`config.mk`:
```
export PLATFORM = sky130hd
export DESIGN_NAME = imem_uart_loader
export DESIGN_NICKNAME = d
export VERILOG_FILES = /design/src/rtl/loader_pkg.sv /design/src/rtl/imem_uart_loader_rx.sv /design/src/rtl/imem_uart_loader.sv
export SDC_FILE = /design/constraint.sdc
export NUM_CORES = 1
export LEC_CHECK = 0
export ABC_CLOCK_PERIOD_IN_PS = 2400
export BUFFER_PORTS_ARGS = -buffer_cell sky130_fd_sc_hd__clkbuf_2
export CORE_MARGIN = 1
export CORE_UTILIZATION = 50
export DETAILED_ROUTE_END_ITERATION = 8
export GPL_TIMING_DRIVEN = 0
export PLACE_DENSITY = 0.73
export SLEW_MARGIN = 20
export SYNTH_ARGS = -nofsm -noshare
export SYNTH_HDL_FRONTEND = slang
export SYNTH_SLANG_ARGS = --single-unit
```
`constraint.sdc`:
```
create_clock -name clk -period 2.4 [get_ports clk]
set_input_delay 0.72 -clock clk [delete_from_list [all_inputs] [get_ports clk]]
set_output_delay 0.72 -clock clk [all_outputs]
set_load 0.03 [all_outputs]
```
`src/rtl/loader_pkg.sv`:
```
// Shared types and constants for the UART instruction-memory loader.
package loader_pkg;

  typedef enum logic [1:0] {F_IDLE, F_LEN, F_DATA, F_CSUM} frame_state_t;
  typedef enum logic [1:0] {R_IDLE, R_START, R_DATA, R_STOP} rx_state_t;

  localparam logic [7:0] SYNC_BYTE = 8'hA5;

  // Clock cycles per UART bit, rounded to nearest.
  function automatic int unsigned baud_div(input int unsigned clk_hz, input int unsigned baud);
    return (clk_hz + baud / 2) / baud;
  endfunction

endpackage

```
`src/rtl/imem_uart_loader_rx.sv`:
```
// 8N1 UART receiver: 2-flop synchronizer, mid-bit sampling, one-cycle byte/error pulses.
module uart_rx
  import loader_pkg::*;
#(
  parameter int unsigned CLK_HZ = 50_000_000,
  parameter int unsigned BAUD   = 115_200
) (
  input  logic       clk,
  input  logic       rst_n,
  input  logic       rx,
  output logic [7:0] data,
  output logic       byte_valid,
  output logic       frame_err
);
  localparam int unsigned DIV   = baud_div(CLK_HZ, BAUD);
  localparam int unsigned CNT_W = $clog2(DIV + 1);

  rx_state_t        state, state_nxt;
  logic [1:0]       sync_q;
  logic             rx_s, rx_prev;
  logic [CNT_W-1:0] cnt;
  logic [2:0]       bit_idx;
  logic [7:0]       shreg;
  logic             half_tick, bit_tick, valid_c, ferr_c;

  assign rx_s      = sync_q[1];
  assign half_tick = (cnt == CNT_W'(DIV / 2 - 1));
  assign bit_tick  = (cnt == CNT_W'(DIV - 1));

  // Line idles high, so the synchronizer resets to 1 to avoid a false start edge.
  always_ff @(posedge clk or negedge rst_n) begin
    if (!rst_n) begin
      sync_q  <= 2'b11;
      rx_prev <= 1'b1;
    end else begin
      sync_q  <= {sync_q[0], rx};
      rx_prev <= rx_s;
    end
  end

  always_ff @(posedge clk or negedge rst_n) begin
    if (!rst_n) state <= R_IDLE;
    else        state <= state_nxt;
  end

  always_comb begin
    state_nxt = state;
    case (state)
      R_IDLE:  if (rx_prev && !rx_s) state_nxt = R_START;
      R_START: if (half_tick) state_nxt = rx_s ? R_IDLE : R_DATA;
      R_DATA:  if (bit_tick && bit_idx == 3'd7) state_nxt = R_STOP;
      R_STOP:  if (bit_tick) state_nxt = R_IDLE;
      default: state_nxt = R_IDLE;
    endcase
  end

  always_comb begin
    valid_c = 1'b0;
    ferr_c  = 1'b0;
    if (state == R_STOP && bit_tick) begin
      valid_c = rx_s;
      ferr_c  = !rx_s;
    end
  end

  // Baud counter restarts on every state change so each phase is timed from its own start.
  always_ff @(posedge clk or negedge rst_n) begin
    if (!rst_n) begin
      cnt        <= '0;
      bit_idx    <= '0;
      shreg      <= '0;
      data       <= '0;
      byte_valid <= 1'b0;
      frame_err  <= 1'b0;
    end else begin
      byte_valid <= valid_c;
      frame_err  <= ferr_c;
      if (valid_c) data <= shreg;
      if (state == R_IDLE || state_nxt != state || bit_tick) cnt <= '0;
      else                                                   cnt <= cnt + CNT_W'(1);
      if (state == R_START)              bit_idx <= '0;
      else if (state == R_DATA && bit_tick) bit_idx <= bit_idx + 3'd1;
      if (state == R_DATA && bit_tick) shreg <= {rx_s, shreg[7:1]};
    end
  end

endmodule

```
`src/rtl/imem_uart_loader.sv`:
```
// Receives a framed program image over UART and writes it word by word into instruction memory,
// holding the CPU in reset until a frame with a correct checksum has been loaded.
module imem_uart_loader
  import loader_pkg::*;
#(
  parameter int unsigned CLK_HZ      = 50_000_000,
  parameter int unsigned BAUD        = 115_200,
  parameter int unsigned ADDR_W      = 8,
  parameter int unsigned TIMEOUT_CYC = 5_000_000
) (
  input  logic              clk,
  input  logic              rst_n,
  input  logic              uart_rx,
  output logic              imem_we,
  output logic [ADDR_W-1:0] imem_addr,
  output logic [31:0]       imem_wdata,
  output logic              cpu_hold,
  output logic              load_done,
  output logic              load_err,
  output logic [ADDR_W:0]   words_loaded
);
  localparam int unsigned DEPTH = 2 ** ADDR_W;
  localparam int unsigned CNT_W = ADDR_W + 1;
  localparam int unsigned TO_W  = $clog2(TIMEOUT_CYC + 1);

  logic [7:0]        rx_data;
  logic              rx_valid, rx_ferr;
  frame_state_t      state, state_nxt;
  logic [ADDR_W-1:0] addr, addr_nxt, waddr_nxt;
  logic [CNT_W-1:0]  nwords, nwords_nxt, words_nxt, len_c;
  logic [1:0]        byte_idx, byte_idx_nxt;
  logic [23:0]       word_buf, word_buf_nxt;
  logic [7:0]        csum, csum_nxt;
  logic [TO_W-1:0]   tcnt, tcnt_nxt;
  logic [31:0]       wdata_nxt;
  logic              we_nxt, hold_nxt, done_nxt, err_nxt;
  logic              is_sync, len_bad, last_word, timeout_hit, abort;

  uart_rx #(.CLK_HZ(CLK_HZ), .BAUD(BAUD)) u_rx (
    .clk        (clk),
    .rst_n      (rst_n),
    .rx         (uart_rx),
    .data       (rx_data),
    .byte_valid (rx_valid),
    .frame_err  (rx_ferr)
  );

  assign is_sync     = rx_valid && (rx_data == SYNC_BYTE);
  assign len_c       = (rx_data == 8'd0) ? CNT_W'(DEPTH) : CNT_W'(rx_data);
  assign len_bad     = (rx_data != 8'd0) && (32'(rx_data) > DEPTH);
  assign last_word   = ((words_loaded + CNT_W'(1)) == nwords);
  assign timeout_hit = (state != F_IDLE) && !rx_valid && (tcnt == TO_W'(TIMEOUT_CYC - 1));
  assign abort       = (state != F_IDLE) && (rx_ferr || timeout_hit);

  always_ff @(posedge clk or negedge rst_n) begin
    if (!rst_n) state <= F_IDLE;
    else        state <= state_nxt;
  end

  always_comb begin
    state_nxt = state;
    case (state)
      F_IDLE: if (is_sync) state_nxt = F_LEN;
      F_LEN:  if (rx_valid) state_nxt = len_bad ? F_IDLE : F_DATA;
      F_DATA: if (rx_valid && byte_idx == 2'd3 && last_word) state_nxt = F_CSUM;
      F_CSUM: if (rx_valid) state_nxt = F_IDLE;
      default: state_nxt = F_IDLE;
    endcase
    if (abort) state_nxt = F_IDLE;
  end

  // Next values for every registered output and datapath register.
  always_comb begin
    addr_nxt     = addr;
    nwords_nxt   = nwords;
    byte_idx_nxt = byte_idx;
    word_buf_nxt = word_buf;
    csum_nxt     = csum;
    words_nxt    = words_loaded;
    waddr_nxt    = imem_addr;
    wdata_nxt    = imem_wdata;
    hold_nxt     = cpu_hold;
    done_nxt     = load_done;
    err_nxt      = load_err;
    we_nxt       = 1'b0;
    tcnt_nxt     = (state == F_IDLE || rx_valid) ? '0 : tcnt + TO_W'(1);
    case (state)
      F_IDLE: if (is_sync) begin
        hold_nxt     = 1'b1;
        done_nxt     = 1'b0;
        err_nxt      = 1'b0;
        addr_nxt     = '0;
        csum_nxt     = '0;
        words_nxt    = '0;
        byte_idx_nxt = '0;
      end
      F_LEN: if (rx_valid) begin
        if (len_bad) err_nxt    = 1'b1;
        else         nwords_nxt = len_c;
      end
      F_DATA: if (rx_valid) begin
        csum_nxt     = csum ^ rx_data;
        byte_idx_nxt = byte_idx + 2'd1;
        case (byte_idx)
          2'd0:    word_buf_nxt[7:0]   = rx_data;
          2'd1:    word_buf_nxt[15:8]  = rx_data;
          2'd2:    word_buf_nxt[23:16] = rx_data;
          default: begin
            we_nxt    = 1'b1;
            waddr_nxt = addr;
            wdata_nxt = {rx_data, word_buf};
            addr_nxt  = addr + ADDR_W'(1);
            words_nxt = words_loaded + CNT_W'(1);
          end
        endcase
      end
      F_CSUM: if (rx_valid) begin
        if (rx_data == csum) begin
          done_nxt = 1'b1;
          hold_nxt = 1'b0;
        end else begin
          err_nxt  = 1'b1;
        end
      end
      default: ;
    endcase
    if (abort) begin
      err_nxt  = 1'b1;
      done_nxt = 1'b0;
    end
  end

  always_ff @(posedge clk or negedge rst_n) begin
    if (!rst_n) begin
      addr         <= '0;
      nwords       <= '0;
      byte_idx     <= '0;
      word_buf     <= '0;
      csum         <= '0;
      tcnt         <= '0;
      imem_we      <= 1'b0;
      imem_addr    <= '0;
      imem_wdata   <= '0;
      cpu_hold     <= 1'b0;
      load_done    <= 1'b0;
      load_err     <= 1'b0;
      words_loaded <= '0;
    end else begin
      addr         <= addr_nxt;
      nwords       <= nwords_nxt;
      byte_idx     <= byte_idx_nxt;
      word_buf     <= word_buf_nxt;
      csum         <= csum_nxt;
      tcnt         <= tcnt_nxt;
      imem_we      <= we_nxt;
      imem_addr    <= waddr_nxt;
      imem_wdata   <= wdata_nxt;
      cpu_hold     <= hold_nxt;
      load_done    <= done_nxt;
      load_err     <= err_nxt;
      words_loaded <= words_nxt;
    end
  end

endmodule

```
==> results.md <==
* Synthesis warning total at 0
* Post-DR vias/cell at 5.50
* Fillcell total at 1160
* Leak at 4.18 nW
* Drt drc at 0
* Routed via count at 5007
* Count leader, synth: dfrtp_1
* Hold Fails Final Rpt at 0
* Max Clk Rate at 447 MHz
* Synthesized flop and latch total at 164
* Layout cells sized above 1 at 0.286
* Crit Path Max Fanout at 8
* Avg Inst Size Synth at 11.8 um^2
* CP Capture Type: register
* Worst Tran Pin Value at 0.722 ns
* Gpl congestion at 0.787
* GRT Residual Overflow at 0
* Final wirelength at 14700 um
* Horiz. Die Dim at 124 um
* Register area at 4110 um^2
* Synth top cells by count: 161 x dfrtp_1, 88 x mux2_2, 67 x nor2_1
* H-tree depth at 4
* Place WS at 0.122 ns
* Die area at 15500 um^2
* Clock Latency Late Sink at 0.43 ns
* DPL Wire Length at 10100 um
* Die Span Y at 124 um
* Clock Pin Slew Worst Setup and Hold Paths at 0.06 ns
* Syn Nets at 658
* Fin Setup TNS at 0 ns
* Power Density at 657 nW/um^2
* Synth cell types at 63
* Ant diodes at 0
* PortBufs at 55
* Root Driver: clkbuf_16
* Clock sinks at 164
* Synth Instances at 638
* Core area at 14600 um^2
* Area grow syn2layout at 15.1%
* VDD IR max at 0.606 mV
* Final setup viols at 0
* Worst setup path class: reg2reg
* Required arrival time at the worst endpoint at 2.71 ns
* Largest area contributor in the netlist: dfrtp_1
* Post-layout nets at 735
* Seq/Total Area, Yosys at 0.548
* Clock Skews at 0.0117 ns
* TritonCTS clock tree: built
* Slew Viols, Final at 0
* Number of synthesized flops with an enable pin at 0
* Boundary Pins at 56
* CTS Buf Count at 17
* Share of the synthesized area in the top cell type at 0.537
* Crit path time final at 2.24 ns
* DRT Pass-1 Iters at 4
* Multi-input gate area at 3230 um^2
* Final ANT Viol Nets at 0
* Vias in the first global route at 5163
* Arrival time worst endpoint at 2.55 ns
* Final core occ at 0.592
* Largest net degree at the start of global routing at 85
* Hold WC Path Type: in2async
* Status: finished clean
* RSZ-0062 raised after global routing: no
* Row count at 44
* Async S/R FF share, synth at 1.00
* Worst Setup Start Kind: register
* Synthesized cell area at 7500 um^2
* Number of max-cap violations at 0
* Total power at 0.00567 W
* Antenna violations before repair at 0
* Initial drt markers at 308
* Synth top area cells: dfrtp_1 54%, mux2_2 13%, xnor2_1 3.7%, nor2_1 3.4%, ha_1 2.8%
* Synth Flop Type: dfrtp_1
* Starting density of the core at 0.514
* Hold WS at 0.316 ns
* All-Layer GR Usage at 0.204
* Drt wl/cell at 16.1 um
* Final period util at 0.931
* Clk buf depth at 2
* First-pass GRT wire length at 25300 um
* Worst setup margin at 0.165 ns
* Relative slew margins at 0.519
[path summary, 6_finish.rpt]
kind | startpoint | slack, ns | end | cells after the start
setup / recovery | state[1]$_DFFE_PN0P_ | 0.16 | state[0]$_DFFE_PN0P_ | 8
hold / removal | rst_n | 0.32 | u_rx.cnt[6]$_DFF_PN0_ | 1
setup reg to reg | state[1]$_DFFE_PN0P_ | 0.16 | state[0]$_DFFE_PN0P_ | 8
hold reg to reg | u_rx.sync_q[0]$_DFF_PN1_ | 0.36 | u_rx.sync_q[1]$_DFF_PN1_ | 0
max in group asynchronous | rst_n | 1.27 | addr[6]$_DFFE_PN0P_ | 2
min in group clk | u_rx.sync_q[0]$_DFF_PN1_ | 0.36 | u_rx.sync_q[1]$_DFF_PN1_ | 0
[cell usage in the layout, fill, tap and decap left out, types with 3 or more instances in the layout]
cell        Yosys  final
dfrtp_1       161    161
mux2_2         88     88
nor2_1         67     67
clkbuf_2        0     54
nand2_1        45     45
o21ai_0        37     37
xnor2_1        32     32
xor2_1         20     20
clkbuf_16       0     17
nand4_1        16     16
ha_1           17     16
inv_1          14     14
and3_1         14     14
nand3_1        13     13
clkbuf_1       13     13
buf_2           7      7
nor2b_1         6      6
a21oi_1         6      6
and2_1          5      5
clkinvlp_4      0      5
nand3b_1        4      4
nor3_1          4      4
o22ai_1         4      4
inv_6           0      4
and4_1          3      3
nor3b_1         3      3
or2_2           3      3
or3_1           3      3
buf_4           1      3
nor4_1          3      3
o21a_1          3      3
a22o_1          3      3
dfstp_2         3      3
[registers in the layout, indices dropped and copies added (netlist names), 9 cells and up]
| name | cells |
|---|---|
| imem_wdata | 32 |
| u_rx.cnt | 9 |
| nwords | 9 |
| tcnt | 23 |
| word_buf | 24 |
| words_loaded | 9 |
[cell families (layout without fill, tap and decap cells)]
| kind of cell | Yosys count | after routing | synth area share |
|---|---|---|---|
| buf+inv | 37 | 126 | 0.0222 |
| fa+ha+maj | 17 | 17 | 0.0284 |
| simple gates | 204 | 204 | 0.142 |
| mux | 89 | 89 | 0.133 |
| compound gates | 75 | 75 | 0.0654 |
| flops | 164 | 164 | 0.548 |
| xor+xnor | 52 | 52 | 0.0607 |
[metrics by stage]
| step | std cells | area [um^2] |
|---|---|---|
| floorplan | 638 | 7500 |
| global placement | 877 | 8010 |
| detailed placement | 878 | 8040 |
| CTS | 909 | 8620 |
| global route | 911 | 8630 |
| finish | 911 | 8630 |
[layer usage]
metal,vias up,track usage,part of all wire
met1,2535,0.264,0.45
met2,83,0.336,0.51
met4,0,0.0638,0.013
met3,11,0.0533,0.029
li1,2378,-,-
met5,-,0,0
[cell type report]
cell class / instances / share of cell area
Inverter: 14 / 0.00609
Clock inverter: 14 / 0.0171
Clock buffer: 17 / 0.0493
Tap cell: 184 / 0.0267
Sequential cell: 164 / 0.476
Multi-Input combinational cell: 437 / 0.374
Timing Repair Buffer: 58 / 0.0378
Buffer: 23 / 0.0132
[critical path, cell delays in order, from the launching register on]
cell      delay, ns
dfrtp_1        0.44
inv_1          0.09
ha_2           0.24
nor4bb_1       0.32
and4_1         0.27
a31o_2         0.18
nor2_1         0.07
o211a_1        0.21
a211o_1        0.29
[report_power, final]
part,switching (W),leakage (nW),internal [W]
Combinational,0.000122,1.64,0.0000725
Sequential,0.0000571,2.27,0.00281
Clock,0.00116,0.264,0.00145
Total,0.00134,4.18,0.00433
[what timing repair did]
item,in CTS,in global routing
gates resized for setup,0,1
setup endpoints to repair,0,10
setup buffers,0,2
hold buffers,0,0
Power figures use the tool's default switching activity.
